**config.mk**
```make
export PLATFORM = sky130hd
export DESIGN_NAME = serial_subtractor_32_bit
export DESIGN_NICKNAME = d
export VERILOG_FILES = /design/src/rtl/alu_pkg.sv /design/src/rtl/full_subtractor.sv /design/src/rtl/serial_subtractor_32_bit.sv
export SDC_FILE = /design/constraint.sdc
export NUM_CORES = 1
export LEC_CHECK = 0
export ABC_AREA = 1
export CAP_MARGIN = 20
export CORE_MARGIN = 3
export CORE_UTILIZATION = 52
export CTS_BUF_LIST = sky130_fd_sc_hd__clkbuf_2 sky130_fd_sc_hd__clkbuf_4 sky130_fd_sc_hd__clkbuf_8
export DETAILED_ROUTE_END_ITERATION = 10
export MAX_ROUTING_LAYER = met4
export PLACE_DENSITY = 0.76
export SETUP_SLACK_MARGIN = 0.4
export SYNTH_ARGS = -nofsm -noshare
export SYNTH_HDL_FRONTEND = slang
export SYNTH_SLANG_ARGS = --single-unit
```
**constraint.sdc**
```tcl
create_clock -name clk -period 7 [get_ports clk]
set_clock_uncertainty 0.1 [all_clocks]
set_input_delay 2.1 -clock clk [delete_from_list [all_inputs] [get_ports clk]]
set_output_delay 2.1 -clock clk [all_outputs]
set_load 0.02 [all_outputs]
```
**src/rtl/alu_pkg.sv**
```systemverilog
// Shared ALU definitions: datapath width and the serial subtractor's FSM states.
package alu_pkg;

    // Default datapath width, common to the adder and subtractor blocks.
    localparam int ALU_WIDTH = 32;

    // Serial subtractor sequencing states.
    typedef enum logic [1:0] {
        IDLE = 2'd0,
        RUN  = 2'd1,
        DONE = 2'd2
    } sub_state_e;

endpackage

```
**src/rtl/full_subtractor.sv**
```systemverilog
// One-bit full subtractor cell: d = a - b - b_in, with borrow out.
module full_subtractor (
    input  logic a,
    input  logic b,
    input  logic b_in,
    output logic d,
    output logic b_out
);

    assign d     = a ^ b ^ b_in;
    assign b_out = (~a & b) | (~(a ^ b) & b_in);

endmodule

```
**src/rtl/serial_subtractor_32_bit.sv**
```systemverilog
// Digit-serial subtractor: diff = a - b - b_in, DIGIT_W bits per clock,
// borrow carried between digits in a register. start/busy/done handshake.
module serial_subtractor_32_bit
    import alu_pkg::*;
#(
    parameter int WIDTH   = ALU_WIDTH,
    parameter int DIGIT_W = 4
) (
    input  logic             clk,
    input  logic             rst,
    input  logic             start,
    input  logic [WIDTH-1:0] a,
    input  logic [WIDTH-1:0] b,
    input  logic             b_in,
    output logic             busy,
    output logic             done,
    output logic [WIDTH-1:0] diff,
    output logic             b_out,
    output logic             overflow,
    output logic             zero
);

    localparam int N_DIG = WIDTH / DIGIT_W;
    localparam int CNT_W = (N_DIG > 1) ? $clog2(N_DIG) : 1;
    localparam logic [CNT_W-1:0] LAST_DIG = CNT_W'(N_DIG - 1);

    sub_state_e       state_q, state_d;
    logic [CNT_W-1:0] cnt_q, cnt_d;
    logic [WIDTH-1:0] a_q, a_d;
    logic [WIDTH-1:0] b_q, b_d;
    logic             borrow_q, borrow_d;
    logic [WIDTH-1:0] acc_q, acc_d;
    logic [WIDTH-1:0] diff_q, diff_d;
    logic             b_out_q, b_out_d;
    logic             ovf_q, ovf_d;
    logic             zero_q, zero_d;

    // Per-cycle digit datapath: borrow chain through DIGIT_W cells.
    logic [DIGIT_W:0]   chain;
    logic [DIGIT_W-1:0] dig;

    assign chain[0] = borrow_q;

    generate
        for (genvar i = 0; i < DIGIT_W; i++) begin : g_cell
            full_subtractor u_fs (
                .a     (a_q[i]),
                .b     (b_q[i]),
                .b_in  (chain[i]),
                .d     (dig[i]),
                .b_out (chain[i+1])
            );
        end
    endgenerate

    // Result shift register fills from the MSB side, so after the last digit
    // it holds the complete difference in natural bit order.
    logic [WIDTH+DIGIT_W-1:0] acc_wide;
    logic [WIDTH-1:0]         acc_next;
    logic                     accept;

    assign acc_wide = {dig, acc_q};
    assign acc_next = acc_wide[WIDTH+DIGIT_W-1:DIGIT_W];

    // A new operation is taken when idle, or at the edge closing the done
    // cycle, which gives back-to-back issue every N_DIG+1 cycles.
    assign accept = start && (state_q == IDLE || state_q == DONE);

    // Next-state and datapath update logic.
    always_comb begin
        // NOTE: every _d starts from its _q, so no path leaves a signal
        // unassigned and no latch is inferred.
        state_d  = state_q;
        cnt_d    = cnt_q;
        a_d      = a_q;
        b_d      = b_q;
        borrow_d = borrow_q;
        acc_d    = acc_q;
        diff_d   = diff_q;
        b_out_d  = b_out_q;
        ovf_d    = ovf_q;
        zero_d   = zero_q;

        case (state_q)
            IDLE: ;
            RUN: begin
                a_d      = a_q >> DIGIT_W;
                b_d      = b_q >> DIGIT_W;
                borrow_d = chain[DIGIT_W];
                acc_d    = acc_next;
                cnt_d    = cnt_q + 1'b1;
                if (cnt_q == LAST_DIG) begin
                    // The top digit of the operand registers still holds the
                    // latched operand MSBs, so overflow uses latched signs.
                    diff_d  = acc_next;
                    b_out_d = chain[DIGIT_W];
                    ovf_d   = (a_q[DIGIT_W-1] != b_q[DIGIT_W-1]) &&
                              (acc_next[WIDTH-1] != a_q[DIGIT_W-1]);
                    zero_d  = (acc_next == '0);
                    cnt_d   = '0;
                    state_d = DONE;
                end
            end
            DONE:    state_d = IDLE;
            default: state_d = IDLE;
        endcase

        if (accept) begin
            a_d      = a;
            b_d      = b;
            borrow_d = b_in;
            cnt_d    = '0;
            state_d  = RUN;
        end
    end

    // State and datapath registers with asynchronous reset.
    always_ff @(posedge clk or posedge rst) begin
        // NOTE: datapath registers are reset along with control so every
        // output and internal value is defined right after rst; there is no
        // memory array here, so this costs only reset fan-out.
        if (rst) begin
            state_q  <= IDLE;
            cnt_q    <= '0;
            a_q      <= '0;
            b_q      <= '0;
            borrow_q <= 1'b0;
            acc_q    <= '0;
            diff_q   <= '0;
            b_out_q  <= 1'b0;
            ovf_q    <= 1'b0;
            zero_q   <= 1'b0;
        end else begin
            // NOTE: non-blocking assignments so every register samples the
            // pre-edge values, independent of statement order.
            state_q  <= state_d;
            cnt_q    <= cnt_d;
            a_q      <= a_d;
            b_q      <= b_d;
            borrow_q <= borrow_d;
            acc_q    <= acc_d;
            diff_q   <= diff_d;
            b_out_q  <= b_out_d;
            ovf_q    <= ovf_d;
            zero_q   <= zero_d;
        end
    end

    assign busy     = (state_q == RUN);
    assign done     = (state_q == DONE);
    assign diff     = diff_q;
    assign b_out    = b_out_q;
    assign overflow = ovf_q;
    assign zero     = zero_q;

endmodule
```
==> run metrics <==
H-tree levels=4; WL/cell=14.6 µm; Skew-Pair Late Insertion Delay=0.43 ns; GR Overflow Total=0; initial antenna violation count=0; largest net degree at the start of global routing=102; commonest non-fill, non-tap cell in the layout=dfrtp_1; Core Area=0.0105 mm²; Fmax achieved=205 MHz; routed vias=4,311; Num CTS Buffers=17; status=finished clean; xor and xnor area share after synthesis=0; CTS Sinks=133; routability cong.=0.792; RSZ-0062 raised after global routing=false; Max-Cap Viols=0; Worst setup EP type=output port; synthesized area per cell=9.88 µm²; CP startpoint kind=flip-flop; Post-Synth Adder-Cell Area=0.0206; hold buffer count at CTS=0; Layout area overhead=26.5%; Post CTS Setup Buffer Count=0; sequential share of power=0.377; Final Slew Violations=0; Crit Path Class=flip-flop to output port; CP max-delay cell=clkdlybuf4s50_1; Mapped Nets=652; final worst path period need=4.88 ns; CP bufs+invs=2; vias per inst=5.26; Mapped Area=0.00570 mm²; die area=0.0123 mm²; Worst EP arrival=2.68 ns; Post-Place Cells=787; die height=111 µm; cts repair resizes=0; PwrDens=487 mW/mm²; measured slew at the worst slew-check pin=0.957 ns; register area share after synthesis=0.584; Port Buf Inserts=104; final setup TNS=0 ns; layout cell share with drive strength beyond 1=0.0936; routed wire length=12.0 mm; CTS clk-pin slew, worst paths=0.08 ns; Clock Path Buffers=2; initial core utilization=0.542; mux share of post-synthesis cell area=0; fraction of the mapped netlist area in simple logic gates=0.136; critical-path cell list=nand2_8 > inv_1 > clkdlybuf4s50_1; drt first pass iters=4; Placed Area=0.00668 mm²; 1st-iter DRT viols=264; first-pass GRT wire length=20.0 mm; Max IR drop VDD=0.232 mV; CTS tree=yes; Synth Register Bits=133; Routed Antenna Nets=0; DR DRC count=0; Final Cell Area=0.00721 mm²; die width=111 µm; crit-path max FO=101; Diodes inserted=0; Leakage Power=0.00328 µW; GR Util All Layers=0.204; dpl hpwl=8.13 mm; Mapped Cells=577; met1 usage=0.273; # setup viols final=0; Rows=37; max incr delay on CP=0.70 ns; CTS Root Buffer Type=clkbuf_8; sw power=1320 µW; Fin. Hold Viols=0; Layout Cells excl Fill=820; commonest non-fill, non-tap cells in the layout=dfrtp_1 (133), nand2_1 (127), clkdlybuf4s50_1 (104); cell family with most CP delay=buffers and inverters; Comb power frac=0.393; Min-Delay Path Class=flip-flop to flip-flop; gr busiest metal=met2; Final period util=0.698; switching share of power=0.377; met3 Use GR=0.0486; M2 GR Usage=0.317; largest family of logic cells by synthesized area=compound AO/OA/AOI/OAI gates; Synthesis Warnings=0; clock share of power=0.231; internal power=2190 µW; Required @ worst endpoint=4.80 ns; post-synthesis compound-gate area fraction=0.164; number of global-route vias before repair=4,275; IO Pins=105; Net count, final=746; unique cell type count in the Yosys netlist=29; relative slew slack=0.361
==> cells in the mapped netlist <==
master    count  area share
o21bai_1      1      0.0013
nand2_1     127       0.084
nor2_4        1      0.0020
o21ai_1      28       0.025
buf_4         3      0.0040
o221ai_2      8       0.021
a21oi_1      11      0.0097
o221ai_1     18       0.028
nand3b_1      1      0.0013
o211ai_1      3      0.0040
o211ai_2      4      0.0088
nor2_1       47       0.031
ha_1          3      0.0066
nand2_4       1      0.0020
nand2_8       2      0.0070
a22o_1        1      0.0015
o21a_1        1      0.0013
dfrtp_1     133        0.58
buf_8         1      0.0026
o21ai_2       8       0.012
o21ai_0      34       0.030
clkbuf_1      3      0.0020
buf_6        12       0.024
inv_2         5      0.0033
fa_1          4       0.014
o22ai_1      20       0.022
inv_1        75       0.049
nand3_1      10      0.0088
buf_2        12       0.011
==> power by group through the flow <==
stage / Clock (µW) / Combinational [µW] / Sequential, µW
after global routing: 858 / 1550 / 1360
after CTS: 817 / 1390 / 1320
after global placement: 0 / 1330 / 1320
after detailed placement: 0 / 1380 / 1330
final: 810 / 1380 / 1320
after floorplan: 0 / 935 / 1390
==> flip-flops by register name, indices dropped and copies added, names as in the netlist <==
signal / count
a_q: 32
b_q: 32
diff: 32
acc_q: 28
cnt_q: 3
state_q: 2
b_out: 1
borrow_q: 1
overflow: 1
zero: 1
==> per-layer routing <==
| layer | vias up | wire length (µm) |
|---|---|---|
| li1 | 2075 | - |
| met1 | 2103 | 5450 |
| met2 | 124 | 5820 |
| met3 | 9 | 603 |
| met4 | 0 | 102 |
| met5 | - | 0 |
==> kinds of logic (layout without fill, tap and decap cells) <==
kind of cell | Yosys count | in the layout
and+or+nand+nor | 189 | 189
DFF | 133 | 133
adders and majority gates | 7 | 7
buffers and inverters | 111 | 218
AOI/OAI and AO/OA | 137 | 137
==> metrics by stage <==
stage / setup slack (ns) / power, µW / utilization / hold WS [ns]
detailed placement: 2.64 / 2720 / 0.635 / 0.360
global route: 1.99 / 3770 / 0.686 / 0.400
floorplan: 1.25 / 2330 / - / 0.344
global placement: 2.69 / 2650 / 0.635 / 0.355
finish: 2.12 / 3510 / 0.686 / 0.376
CTS: 2.16 / 3530 / 0.683 / 0.380
==> worst reg2reg max path, stage by stage (launching register included) <==
cell      delay (ns)
dfrtp_1         0.36
inv_1           0.12
fa_1            0.19
inv_1           0.05
fa_1            0.44
fa_1            0.45
inv_1           0.09
fa_1            0.38
inv_1           0.12
nand3_1         0.08
nor2_1          0.12
nand2_1         0.07
o21bai_1        0.14
==> area by class of cell <==
class	instances	area, µm²
Fill cell	829	3300
Clock buffer	20	256
Timing Repair Buffer	106	1080
Multi-Input combinational cell	333	1830
Tap cell	136	170
Inverter	80	303
Clock inverter	12	250
Sequential cell	133	3330
==> path summary, 6_finish.rpt <==
kind                                              from             endpoint  slack (ns)  cells past startpoint
worst max-delay path            state_q[0]$_DFFE_PP0P_                 busy        2.12                      3
worst min-delay path               diff[0]$_DFFE_PP0P_  diff[0]$_DFFE_PP0P_        0.38                      2
worst max register to register      b_q[0]$_DFFE_PP0P_     zero$_DFFE_PP0P_        4.20                     12
worst min register to register     diff[0]$_DFFE_PP0P_  diff[0]$_DFFE_PP0P_        0.38                      2
max in group asynchronous                          rst   b_q[1]$_DFFE_PP0P_        3.74                      4
min in group asynchronous                          rst  b_q[30]$_DFFE_PP0P_        1.86                      2
Note: power is estimated with default switching activity, not from simulation.
